$ cat src/rtl/elastic_reg_pipe_if.sv
// Handshake bundle for elastic_reg_pipe: upstream side, downstream side, hold/flush controls and occupancy.
// No logic inside; timing is set by the pipe that uses the slave modport.
// Backpressure is carried on in_ready (toward upstream) and out_ready (from downstream).
interface elastic_reg_pipe_if #(
    parameter int WIDTH  = 16,
    parameter int STAGES = 3
);
    localparam int CW = $clog2(STAGES + 1);

    logic             in_valid;
    logic             in_ready;
    logic [WIDTH-1:0] in_data;
    logic             out_valid;
    logic             out_ready;
    logic [WIDTH-1:0] out_data;
    logic             hold;
    logic             flush;
    logic [CW-1:0]    count;

    // Driver / consumer side
    modport master (
        output in_valid, in_data, out_ready, hold, flush,
        input  in_ready, out_valid, out_data, count
    );

    // Pipe side
    modport slave (
        input  in_valid, in_data, out_ready, hold, flush,
        output in_ready, out_valid, out_data, count
    );
endinterface

$ cat src/rtl/elastic_reg_pipe.sv
// Elastic register chain with per-stage valid bits, bubble collapse, whole-chain hold and one-cycle flush.
// Latency: STAGES cycles from input acceptance to out_valid when unstalled; one word per cycle throughput.
// Backpressure: in_ready is the combinational ready chain from out_ready, gated off during hold or flush.
module elastic_reg_pipe #(
    parameter int WIDTH  = 16,
    parameter int STAGES = 3,
    localparam int CW    = $clog2(STAGES + 1)
) (
    input  logic           clk,
    input  logic           rst,
    elastic_reg_pipe_if.slave pipe
);

    logic [STAGES-1:0] v_q, v_d;
    logic [WIDTH-1:0]  d_q [STAGES];
    logic [CW-1:0]     count_q, count_d;

    logic              go;
    logic              in_ready_w;
    logic [STAGES-1:0] r;
    logic [STAGES-1:0] v_in;
    logic [WIDTH-1:0]  d_in [STAGES];
    logic [STAGES-1:0] load_en;

    assign go         = !pipe.hold && !pipe.flush;
    assign in_ready_w = r[0] && go;

    assign pipe.in_ready  = in_ready_w;
    assign pipe.out_valid = v_q[STAGES-1] && go;
    assign pipe.out_data  = d_q[STAGES-1];
    assign pipe.count     = count_q;

    // Ready chain: stage i can take a word unless it and every stage after it are full and the output stalls.
    // Written as an AND-reduction per stage so no bit of r depends on another bit of r.
    always_comb begin
        logic all_full;
        r = '0;
        for (int i = 0; i < STAGES; i++) begin
            all_full = 1'b1;
            for (int j = i; j < STAGES; j++) begin
                all_full = all_full && v_q[j];
            end
            r[i] = pipe.out_ready || !all_full;
        end
    end

    // What each stage would capture: the upstream handshake for stage 0, the previous stage otherwise.
    always_comb begin
        v_in    = '0;
        d_in[0] = pipe.in_data;
        v_in[0] = pipe.in_valid && in_ready_w;
        for (int i = 1; i < STAGES; i++) begin
            v_in[i] = v_q[i-1];
            d_in[i] = d_q[i-1];
        end
    end

    // Next valid vector, data load enables (only real words are written) and next occupancy.
    always_comb begin
        v_d     = v_q;
        load_en = '0;
        count_d = '0;
        if (pipe.flush) begin
            v_d = '0;
        end else if (go) begin
            for (int i = 0; i < STAGES; i++) begin
                if (r[i]) begin
                    v_d[i]     = v_in[i];
                    load_en[i] = v_in[i];
                end
            end
        end
        for (int i = 0; i < STAGES; i++) begin
            count_d = count_d + CW'(v_d[i]);
        end
    end

    // Valid bits and occupancy counter.
    always_ff @(posedge clk or posedge rst) begin
        if (rst) begin
            v_q     <= '0;
            count_q <= '0;
        end else begin
            v_q     <= v_d;
            count_q <= count_d;
        end
    end

    // Data registers; they hold their value across bubbles, flush and hold.
    always_ff @(posedge clk or posedge rst) begin
        if (rst) begin
            for (int i = 0; i < STAGES; i++) begin
                d_q[i] <= '0;
            end
        end else begin
            for (int i = 0; i < STAGES; i++) begin
                if (load_en[i]) begin
                    d_q[i] <= d_in[i];
                end
            end
        end
    end

endmodule

$ cat src/flat_wrapper.sv
// flat-port wrapper written by rule: the top's interface ports become plain ports
module elastic_reg_pipe_flat 
#(
    parameter int WIDTH  = 16,
    parameter int STAGES = 3,
    localparam int CW    = $clog2(STAGES + 1)
)
  (clk, rst, pipe_in_valid, pipe_in_data, pipe_out_ready, pipe_hold, pipe_flush, pipe_in_ready, pipe_out_valid, pipe_out_data, pipe_count);
  elastic_reg_pipe_if #(.WIDTH(WIDTH), .STAGES(STAGES)) pipe_i ();
  input  logic clk;
  input  logic rst;
  input wire logic [$bits(pipe_i.in_valid)-1:0] pipe_in_valid;
  input wire logic [$bits(pipe_i.in_data)-1:0] pipe_in_data;
  input wire logic [$bits(pipe_i.out_ready)-1:0] pipe_out_ready;
  input wire logic [$bits(pipe_i.hold)-1:0] pipe_hold;
  input wire logic [$bits(pipe_i.flush)-1:0] pipe_flush;
  output wire logic [$bits(pipe_i.in_ready)-1:0] pipe_in_ready;
  output wire logic [$bits(pipe_i.out_valid)-1:0] pipe_out_valid;
  output wire logic [$bits(pipe_i.out_data)-1:0] pipe_out_data;
  output wire logic [$bits(pipe_i.count)-1:0] pipe_count;
  assign pipe_i.in_valid = pipe_in_valid;
  assign pipe_i.in_data = pipe_in_data;
  assign pipe_i.out_ready = pipe_out_ready;
  assign pipe_i.hold = pipe_hold;
  assign pipe_i.flush = pipe_flush;
  assign pipe_in_ready = pipe_i.in_ready;
  assign pipe_out_valid = pipe_i.out_valid;
  assign pipe_out_data = pipe_i.out_data;
  assign pipe_count = pipe_i.count;
  elastic_reg_pipe #(.WIDTH(WIDTH), .STAGES(STAGES)) u_core (.clk(clk), .rst(rst), .pipe(pipe_i));
endmodule
$ cat config.mk
export PLATFORM = sky130hd
export DESIGN_NAME = elastic_reg_pipe_flat
export DESIGN_NICKNAME = d
export VERILOG_FILES = /design/src/rtl/elastic_reg_pipe_if.sv /design/src/rtl/elastic_reg_pipe.sv /design/src/flat_wrapper.sv
export SDC_FILE = /design/constraint.sdc
export NUM_CORES = 1
export LEC_CHECK = 0
export CAP_MARGIN = 10
export CORE_UTILIZATION = 50
export CTS_BUF_LIST = sky130_fd_sc_hd__clkbuf_16
export CTS_CLUSTER_SIZE = 8
export DETAILED_ROUTE_END_ITERATION = 12
export GPL_TIMING_DRIVEN = 0
export PLACE_DENSITY = 0.76
export SLEW_MARGIN = 20
export SYNTH_ARGS = -nofsm -noshare
export SYNTH_HDL_FRONTEND = slang
export SYNTH_SLANG_ARGS = --single-unit
$ cat constraint.sdc
create_clock -name clk -period 3.2 [get_ports clk]
set_input_delay 0.48 -clock clk [delete_from_list [all_inputs] [get_ports clk]]
set_output_delay 0.48 -clock clk [all_outputs]
set_load 0.02 [all_outputs]
; Word-level counts from Yosys, hierarchy flattened
; Cells that the tools add are included.
[word_totals]
output_inout_bits = 20
input_bits = 22
register_bits = 53
[classes]
n_mux = 10
reduce_logical = 15
add_sub_neg = 2
[op_table]
columns = cell, count
row1 = $mux W3, 4
row2 = $logic_and A1 B1 Y1, 7
row3 = $mux W1, 6
row4 = $logic_not A1 Y1, 5
row5 = $logic_or A1 B1 Y1, 3
row6 = $add A1 B1 Y2, 1
row7 = $add A2 B1 Y2, 1

; Depth between registers and ports, before layout
[logic_depth]
word_depth = 11
ltp_mapped = 5
mapped_depth_nobuf = 4

; Worst setup path before layout
; OpenSTA, ideal clock, no wires.
[synth_path]
path_kind = input -> register
startpoint = input port pipe_out_ready
endpoint = register u_core.count_q[0], in the netlist u_core.pipe.count[0]
stages = 4
setup_ps = 136
path_slack_ps = 1333
arrival_time_ps = 1732
n_path_buf = 0
required_time_ps = 3064
path_cell_list = nand4b_1 > and2_1 > a221oi_1 > fa_1
[synth_between]
elab_chain_cells = 8
elab_cells_between_ends = 12
cone_classes = add/sub: 2 / mux: 5 / reduce/logical: 5
[synth_rtl]
columns = element, line
row1 = start: declaration, flat_wrapper.sv:14  ; input wire logic [$bits(pipe_i.out_ready)-1:0] pipe_out_ready;
row2 = $logic_or A1 B1 Y1, elastic_reg_pipe.sv:43  ; r[i] = pipe.out_ready || !all_full;
row3 = $logic_and A1 B1 Y1, elastic_reg_pipe.sv:26  ; assign in_ready_w = r[0] && go;
row4 = via pipe_in_ready, flat_wrapper.sv:17  ; output wire logic [$bits(pipe_i.in_ready)-1:0] pipe_in_ready;
row5 = $logic_and A1 B1 Y1, elastic_reg_pipe.sv:51  ; v_in[0] = pipe.in_valid && in_ready_w;
row6 = $mux W1, elastic_reg_pipe.sv:67  ; if (r[i]) begin
row7 = $mux W3, elastic_reg_pipe.sv:65  ; end else if (go) begin
row8 = $mux W3, elastic_reg_pipe.sv:63  ; if (pipe.flush) begin
row9 = via u_core.v_d[0], elastic_reg_pipe.sv:14  ; logic [STAGES-1:0] v_q, v_d;
row10 = $add A1 B1 Y2, elastic_reg_pipe.sv:74  ; count_d = count_d + CW'(v_d[i]);
row11 = $add A2 B1 Y2, elastic_reg_pipe.sv:74
row12 = via u_core.count_d[0], elastic_reg_pipe.sv:16  ; logic [CW-1:0] count_q, count_d;
row13 = end signal: assignment, elastic_reg_pipe.sv:85  ; count_q <= count_d;
row14 = end: declaration, elastic_reg_pipe.sv:16
; The timed path passes the listed nets, and every way through them passes these cells.
; A chain may end at the register's enable or synchronous reset.

; Worst setup path after layout
[layout_path]
startpoint = input port pipe_hold
endpoint = output port pipe_in_ready
[layout_between]
elab_chain_cells = 3
[layout_rtl]
columns = element, line
row1 = start: declaration, flat_wrapper.sv:15  ; input wire logic [$bits(pipe_i.hold)-1:0] pipe_hold;
row2 = $logic_not A1 Y1, elastic_reg_pipe.sv:25  ; assign go = !pipe.hold && !pipe.flush;
row3 = $logic_and A1 B1 Y1, elastic_reg_pipe.sv:25
row4 = $logic_and A1 B1 Y1, elastic_reg_pipe.sv:26
row5 = end: declaration, flat_wrapper.sv:17
; Every way passes these cells.

==> results.py <==
metrics = {
    "setup_path": {
        "arrival_ns": 2.10,
        "crit_required_ns": 2.72,
        "cpMostUsedCell": "clkdlybuf4s50_1",
        "worstSetupPathType": "in -> out",
        "cpPeakStageDelay_ns": 0.61,
        "worst-path-buf-inv": 2,
        "path_delay_family": "buffers and inverters",
        "crit_chain": "clkdlybuf4s50_1, nor2_1, and2_1, clkdlybuf4s50_1",
        "end_kind": "output pin",
        "cp_slowest_cell": "clkdlybuf4s50_1",
        "start_kind": "input port",
        "path_max_fanout": 7,
    },
    "clock_network": {
        "cts_num_sinks": 53,
        "cts_max_path_buffers": 2,
        "post-cts-setup-buffers": 0,
        "clkLatencyLatePin_ns": 0.29,
        "ctsHoldBuffers": 0,
        "clkTransAtPathRegs_ns": 0.06,
        "tritoncts": "yes",
        "cts_max_level": 2,
        "cts.root.buffer_cell": "clkbuf_16",
        "cts_buffers": 5,
        "cts_resized": 0,
    },
    "sta": {
        "tightest_slew_ns": 0.476,
        "tns_ns": 0,
        "rsz0062_at_grt": "false",
        "slew_violations": 0,
        "min_period_ns": 2.58,
        "setup_viol": 0,
        "fmax_mhz": 388,
        "hold_viol": 0,
        "max-slew-margin-rel_pct": 68.3,
        "fin_ws_ns": 0.620,
        "fin_hold_ws_ns": 0.493,
        "skew_ns": 0.00409,
        "fin_crit_sh_pct": 80.6,
    },
    "job": {
        "cap_violations": 0,
    },
    "pwr": {
        "max-vdd-ir-drop_mv": 0.439,
        "seqPwrFrac_pct": 48.6,
        "p_total_mw": 1.98,
        "combPwrFrac_pct": 26.6,
        "power_leakage_nw": 1.24,
        "p_int_mw": 1.46,
        "p_sw_mw": 0.518,
        "p_per_area_nw_per_um2": 728,
        "p_clk_share_pct": 24.8,
        "switching_share_pct": 26.1,
    },
    "drt": {
        "avgViaCountPerCell": 5.17,
        "wl_met2_mm": 1.86,
        "wl_met1_mm": 1.53,
        "drtIter0Drc": 55,
        "routedWlPerCell_um": 16.1,
        "post-route-drc-count": 0,
        "top_layer": "met4",
        "drtAntennaViolNets": 0,
        "vias": 1157,
        "first_pass_iters": 4,
        "wl_met3_um": 150,
        "drt-total-wl_mm": 3.60,
    },
    "floorplanning": {
        "die_area_um2": 4450,
        "io_pins": 42,
        "core_area_um2": 4000,
        "rows": 23,
        "floorplan.initialDensity_pct": 52.4,
        "die_h_um": 66.7,
        "die_x_um": 66.7,
    },
    "placement": {
        "dpl_cell_area_um2": 2590,
        "placed_cells": 217,
        "dp_slack_ns": 0.624,
        "place_hpwl_mm": 2.50,
        "gp_congestion": 0.732,
        "io_buffers": 41,
    },
    "global_route": {
        "grt_usage_pct": 19.3,
        "overflow": 0,
        "grt_pass1_wl_mm": 6.10,
        "grt_max_degree": 38,
        "grt_pass1_vias": 1247,
        "antenna_found_initial": 0,
    },
    "finish": {
        "fin_area_um2": 2720,
        "postLayoutCoreUtil_pct": 68.0,
        "final_cells": 224,
        "n_antenna_cell": 0,
        "n_fill_cell": 292,
        "drive_gt1_share_pct": 36.2,
        "layout.nets": 197,
        "syn_to_final_growth_pct": 29.9,
    },
    "yosys": {
        "synth_cell_types": 20,
        "syn_nets": 148,
        "yosysSeqAreaShare_pct": 63.3,
        "avgSynthCellArea_um2": 16.8,
        "synth_warnings": 0,
        "syn_area_um2": 2090,
        "synth-seq-cells": 53,
        "synth_cells": 125,
    },
    "run_status": {
        "status": "finished clean",
    },
    "hold_path": {
        "min_path_type": "in -> async",
    },
}
[cells in the final DEF (no fill, tap or decap), drive strengths merged, types with 2 or more instances in the layout]
cell,synthesis,layout
dfrtp,53,53
mux2,48,48
clkdlybuf4s50,0,41
clkbuf,0,5
inv,4,5
buf,4,5
o21ai,2,2
nand2b,2,2
a21oi,2,2
and2,2,2
[per-layer routing]
| metal | up-vias | track usage (%) |
|---|---|---|
| li1 | 534 | - |
| met1 | 584 | 23.2 |
| met2 | 34 | 32.7 |
| met3 | 5 | 5.82 |
| met4 | 0 | 6.38 |
| met5 | - | 0 |
[logic make-up after synthesis]
group | after synthesis | share of synthesized area [%]
muxes | 48 | 27.6
and+or+nand+nor | 9 | 3.52
adders and majority gates | 1 | 0.956
buffers and inverters | 8 | 2.69
DFF | 53 | 63.3
AOI/OAI and AO/OA | 6 | 1.91
[worst register-to-register path, stage by stage, from the launching register on]
cell      delay (ns)
dfrtp_1         0.42
nand4b_1        0.16
and2_1          0.19
a221oi_1        0.44
fa_1            0.49
[power groups by stage]
stage | sequential (mW) | combinational (mW) | clock [mW]
floorplan | 1.04 | 0.220 | 0
global placement | 0.959 | 0.514 | 0
detailed placement | 0.975 | 0.531 | 0
CTS | 0.966 | 0.536 | 0.506
global route | 0.990 | 0.564 | 0.531
finish | 0.963 | 0.527 | 0.491
[flip-flops by register name, indices dropped and copies added, names as in the netlist]
register and flops:
u_core.v_q 3, u_core.pipe.count 2, u_core.d_in 32, u_core.pipe.out_data 16
[cell type report]
class | count | area, um^2 | area share [%]
multi-input combinational | 64 | 712 | 26.2
buffer | 4 | 41.3 | 1.52
tap | 50 | 62.6 | 2.30
inverter | 4 | 15.0 | 0.552
sequential | 53 | 1330 | 48.8
timing repair buffer | 42 | 430 | 15.8
clock inverter | 2 | 7.51 | 0.276
clock buffer | 5 | 125 | 4.60
[synth_stat cells, drive strengths merged]
master | instances | area (um^2)
nand3b | 1 | 11.3
inv | 4 | 15.0
nor2 | 1 | 3.75
o21ai | 2 | 10.0
fa | 1 | 20.0
nand2b | 2 | 12.5
a21oi | 2 | 10.0
nor2b | 1 | 13.8
nand4b | 1 | 8.76
mux2 | 48 | 578
a2111o | 1 | 11.3
dfrtp | 53 | 1330
a221oi | 1 | 8.76
buf | 4 | 41.3
nand3 | 1 | 10.0
and2 | 2 | 13.8
[path summary, 6_finish.rpt]
kind,slack [ns],endpoint,cells after the start,start
worst min-delay path,0.49,u_core.d_in[2],2,rst
worst max register to register,1.37,u_core.pipe.count[0],4,u_core.v_q[1]
min in group clk,0.50,u_core.d_in[5],1,u_core.d_in[21]
worst min register to register,0.50,u_core.d_in[5],1,u_core.d_in[21]
worst max-delay path,0.62,pipe_in_ready,4,pipe_hold
max in group asynchronous,2.19,u_core.pipe.out_data[7],3,rst
(Power assumes the default switching activity.)
==> RTL edit 1: new RTL, same settings <==
`STAGES` is set to 3 in 3 places; all go to 6.
--- a/src/rtl/elastic_reg_pipe_if.sv
+++ b/src/rtl/elastic_reg_pipe_if.sv
@@ -3,7 +3,7 @@
 // Backpressure is carried on in_ready (toward upstream) and out_ready (from downstream).
 interface elastic_reg_pipe_if #(
     parameter int WIDTH  = 16,
-    parameter int STAGES = 3
+    parameter int STAGES = 6
 );
     localparam int CW = $clog2(STAGES + 1);
 
--- a/src/rtl/elastic_reg_pipe.sv
+++ b/src/rtl/elastic_reg_pipe.sv
@@ -3,7 +3,7 @@
 // Backpressure: in_ready is the combinational ready chain from out_ready, gated off during hold or flush.
 module elastic_reg_pipe #(
     parameter int WIDTH  = 16,
-    parameter int STAGES = 3,
+    parameter int STAGES = 6,
     localparam int CW    = $clog2(STAGES + 1)
 ) (
     input  logic           clk,
--- a/src/flat_wrapper.sv
+++ b/src/flat_wrapper.sv
@@ -2,7 +2,7 @@
 module elastic_reg_pipe_flat 
 #(
     parameter int WIDTH  = 16,
-    parameter int STAGES = 3,
+    parameter int STAGES = 6,
     localparam int CW    = $clog2(STAGES + 1)
 )
   (clk, rst, pipe_in_valid, pipe_in_data, pipe_out_ready, pipe_hold, pipe_flush, pipe_in_ready, pipe_out_valid, pipe_out_data, pipe_count);
Interface: changed (resized pipe_count); port bits go from 42 to 43. The function was not compared with the original's and may differ.
==> RTL edit 1 against the original RTL <==
  * Synthesized area grew 99%
  * Combinational power shrank 40%
  * Fmax shrank 14%
  * Power grew 52%
  * Sequential cell count grew 52
  * Critical path type is now flip-flop to flip-flop
  * Routed wire length grew 71%
  * Clock skew grew 0.98 ps
  * Setup slack lost 440 ps
  * Final area grew 86%
  * Clock power grew 110%
==> RTL edit 1: results (changes against the original RTL) <==
critPathMaxStageDelay_ps: 490  # -120 ps
finalHoldWorstSlack_ps: 492  # -1.22 ps
first_iter_violations: 46  # -16%
worstMarginPinSlew_ps: 449  # -26.9 ps
reg2reg_to: "u_core.pipe.count[1]$_DFF_PP0_"
latest_clock_arrival_within_the_worst_skew_pair_ps: 330  # +40 ps
grt_max_degree: 35  # -7.9%
met1_usage: 0.237  # +0.00441
worst_ir_drop_vdd_mv: 0.376  # -14%
worst_path_dominant_cell_family: "adder cells"
largest_reg_flops: 80  # +150%
place_ws_ps: -432  # -1060 ps
placedInstanceArea_um2: 4770  # +84%
run_status: "finished clean"
power.internal_mw: 2.29  # +56%
cts_buffer_count: 9  # +4
netlist_top_cells_count: "105 x sky130_fd_sc_hd__dfrtp_1, 95 x sky130_fd_sc_hd__mux2_2, 7 x sky130_fd_sc_hd__inv_1, 7 x sky130_fd_sc_hd__nand2_1, 5 x sky130_fd_sc_hd__buf_2"
timing.critical_path.slowest_stage_cell: "sky130_fd_sc_hd__fa_1"
grt_total_usage: 0.165  # -0.0273
synth_top_area_frac: 0.629  # -0.00391
reg2reg_slack_ps: 180  # -1190 ps
use_met2: 0.250  # -0.0770
nFillCells: 574  # +97%
worst-path-max-fanout: 6  # -1
worstSetupStartpoint: "u_core.v_q[4]$_DFF_PP0_"
portBuffers: 40  # -2.4%
worstSetupPathType: "flip-flop to flip-flop"
gp_routability_congestion: 0.772  # +5.5%
-- RTL edit 1: through the flow --
step / power (mW) / std cells
5_1_grt: 3.15 / 418
4_1_cts: 3.04 / 418
2_1_floorplan: 1.89 / 258
6_report: 3.00 / 418
3_5_place_dp: 2.02 / 403
3_3_place_gp: 1.98 / 400
-- RTL edit 1: routing by layer --
metal	share of wire	up-vias
met2	0.45	34
met5	0	-
met3	0.025	6
met1	0.51	1084
met4	0.015	0
li1	-	1024
-- RTL edit 1: worst reg2reg max path: stages, from the launching register on --
cell	delay (ps)
sky130_fd_sc_hd__dfrtp_1	480
sky130_fd_sc_hd__and4b_1	290
sky130_fd_sc_hd__nand3_2	120
sky130_fd_sc_hd__a221oi_2	310
sky130_fd_sc_hd__ha_1	300
sky130_fd_sc_hd__fa_1	490
sky130_fd_sc_hd__inv_1	50
sky130_fd_sc_hd__fa_1	370
sky130_fd_sc_hd__inv_1	80
sky130_fd_sc_hd__fa_1	410
-- RTL edit 1: cell families (layout without fill, tap and decap cells) --
| group | count (synthesis) | after routing | synth area share |
|---|---|---|---|
| mux | 96 | 96 | 0.259 |
| simple gates | 21 | 21 | 0.0372 |
| buf+inv | 16 | 74 | 0.0219 |
| flops | 105 | 105 | 0.629 |
| fa+ha+maj | 4 | 4 | 0.0174 |
| compound gates | 16 | 16 | 0.0354 |
-- RTL edit 1: final cells by class --
cell class              instances  area share
well taps                     102      0.0252
clock inverters                 6      0.0104
repair buffers                 43      0.0908
clock buffers                   9      0.0445
plain buffers                   9      0.0129
multi-input cells             137       0.291
flip-flops and latches        105       0.519
inverters                       7     0.00593
-- RTL edit 1: timing repair --
item,in CTS,in global routing
buffers inserted,0,0
setup endpoints to repair,1,0
resized for setup,4,0
==> RTL edit 2: new RTL, same flow settings <==
Without the edit above. Reset style: synchronous (`rst`), changed in 2 clocked blocks.
--- a/src/rtl/elastic_reg_pipe.sv
+++ b/src/rtl/elastic_reg_pipe.sv
@@ -76,7 +76,7 @@
     end
 
     // Valid bits and occupancy counter.
-    always_ff @(posedge clk or posedge rst) begin
+    always_ff @(posedge clk) begin
         if (rst) begin
             v_q     <= '0;
             count_q <= '0;
@@ -87,7 +87,7 @@
     end
 
     // Data registers; they hold their value across bubbles, flush and hold.
-    always_ff @(posedge clk or posedge rst) begin
+    always_ff @(posedge clk) begin
         if (rst) begin
             for (int i = 0; i < STAGES; i++) begin
                 d_q[i] <= '0;
Behaviour: differs if rst is asserted again (counterexample within 4 cycles, from zero or initial values and one cycle with rst high); with rst held inactive, the same outputs for 10 cycles.
==> RTL edit 2 against the original RTL <==
  * Via count grew 19%
  * Routed wire length is 7.3% higher
  * Highest routed layer unchanged
  * Setup slack worse by 380 ps
  * Synthesized area up 11%
  * Count of clock-buffer cells in the layout is the same
  * Sequential cell count is the same
  * Final area rose by 8.1%
Power is not compared: it rests on default switching activity, and its combinational part moved more than twofold at a synthesized area within 25%.
==> RTL edit 2: results (changes against the original RTL) <==
clock_area_frac: 0.0472  # -0.00154
design_area_um2: 2940  # +8.1%
grt_max_degree: 17  # -55%
nFillCells: 310  # +6.2%
grt_util_met3: 0.0534  # -0.00483
reg2reg_to: "u_core.d_q[0][4]$_SDFFCE_PN0P_"
drive_above_1_share: 0.140  # -0.222
post-place-cells: 237  # +9.2%
design.final.nets: 215  # +9.1%
worst_r2r_startpoint: "u_core.v_q[1]$_SDFF_PP0_"
sh_seq_area: 0.524  # +0.0365
netlist_top_cells_count: "48 x sky130_fd_sc_hd__edfxtp_1, 39 x sky130_fd_sc_hd__nor4bb_1, 11 x sky130_fd_sc_hd__clkbuf_1, 7 x sky130_fd_sc_hd__and4bb_2"
worst_path_dominant_cell_family: "buffers and inverters"
multi_input_area_share: 0.240  # -0.0214
largest_reg_flops: 48  # +50%
finalHoldWorstSlack_ps: 620  # +127 ps
first_pass_grt_wire_length_um: 6550  # +7.4%
inverters: 1  # -3
hold_path_class: "flip-flop to flip-flop"
avgRoutedWirePerCell_um: 15.8  # -1.9%
worstSetupStartpoint: "pipe_flush"
timing.clock.skew_ps: 6.99  # +2.91 ps
worstMarginPinSlew_ps: 768  # +292 ps
place_ws_ps: 112  # -511 ps
worst_ir_drop_vdd_mv: 0.248
met1_usage: 0.212  # -0.0205
placedInstanceArea_um2: 2800  # +8.2%
gp_routability_congestion: 0.783  # +7.1%
synth.distinct_cells: 26  # +30%
cts.clk_slew.worst_paths_ps: 60  # about the same
clk_root_buffer_cell: "sky130_fd_sc_hd__clkbuf_16"
reg2reg_slack_ps: 1490  # +120 ps
arrival_ps: 2480  # +380 ps
synth_ff_type: "sky130_fd_sc_hd__edfxtp_1"
hpwl_um: 2830  # +13%
sequential_fraction_of_the_synthesis_area: 0.661  # +0.0281
synth_enable_flop_cells: 48  # +48
layoutNonFillerInstCount: 245  # +9.4%
first_iter_violations: 80  # +45%
multi_input_comb_cells: 75  # +17%
async_flop_share: 0  # -1.00
synthesis.area_um2: 2330  # +11%
ys_top_cells_by_area: "sky130_fd_sc_hd__edfxtp_1 62%, sky130_fd_sc_hd__nor4bb_1 17%, sky130_fd_sc_hd__dfxtp_1 4.3%"
worst-path-max-fanout: 10  # +3
worstRegToRegCells: 3  # -1
run_status: "finished clean"
non_clock_buffer_area_share: 0.165  # -0.00838
nNonClkBuffers: 56  # +22%
number_of_global_route_vias_before_repair: 1360  # +9.1%
drt-vias-per-instance: 5.61  # +8.6%
cts_htree_levels: 2  # unchanged
mean_syn_cell_area_um2: 16.1  # -4.1%
use_met2: 0.291  # -0.0360
crit_path_end: "pipe_out_valid"
portBuffers: 40  # -2.4%
setup_slack_ps: 239  # -382 ps
synth_fp_nets: 168  # +14%
grt_total_usage: 0.176  # -0.0169
[RTL edit 2: cell count changes after synthesis, moves of 3 or more]
cell | unedited run | this run
sky130_fd_sc_hd__clkbuf_1 | 0 | 11
sky130_fd_sc_hd__nor3_1 | 0 | 3
sky130_fd_sc_hd__mux2_2 | 38 | 1
sky130_fd_sc_hd__nor2_1 | 1 | 5
sky130_fd_sc_hd__and4bb_2 | 0 | 7
sky130_fd_sc_hd__mux2_4 | 10 | 0
sky130_fd_sc_hd__edfxtp_1 | 0 | 48
sky130_fd_sc_hd__nor4bb_1 | 0 | 39
sky130_fd_sc_hd__inv_1 | 4 | 1
sky130_fd_sc_hd__dfxtp_1 | 0 | 5
sky130_fd_sc_hd__dfrtp_1 | 53 | 0
sky130_fd_sc_hd__nor2b_1 | 0 | 4
[RTL edit 2: tightest hold or removal path: stages (launching register included)]
cell and delay, ps:
sky130_fd_sc_hd__dfxtp_1 330, sky130_fd_sc_hd__a21oi_1 170, sky130_fd_sc_hd__nor3_1 60
[RTL edit 2: kinds of logic after synthesis]
logic type | Yosys count | share of synthesized area
adder cells (fa/ha/maj) | 1 | 0.00859
AND/OR/NAND/NOR | 65 | 0.260
flip-flops | 53 | 0.661
multiplexers | 1 | 0.00483
buffers and inverters | 17 | 0.0381
AO/OA/AOI/OAI | 8 | 0.0274
[RTL edit 2: report_power, final]
part / switching [mW] / leakage [nW] / internal [mW] / total (mW)
logic: 0.0732 / 0.388 / 0.0739 / 0.147
registers: 0.00791 / 0.538 / 0.785 / 0.793
clock network: 0.220 / 0.0748 / 0.284 / 0.504
total: 0.301 / 1.00 / 1.14 / 1.44
[RTL edit 2: layer usage]
metal,part of all wire,vias up,routed length [um]
met1,0.43,653,1680
met2,0.50,35,1950
met3,0.040,9,154
met5,0,-,0
met4,0.022,0,85
li1,-,677,-
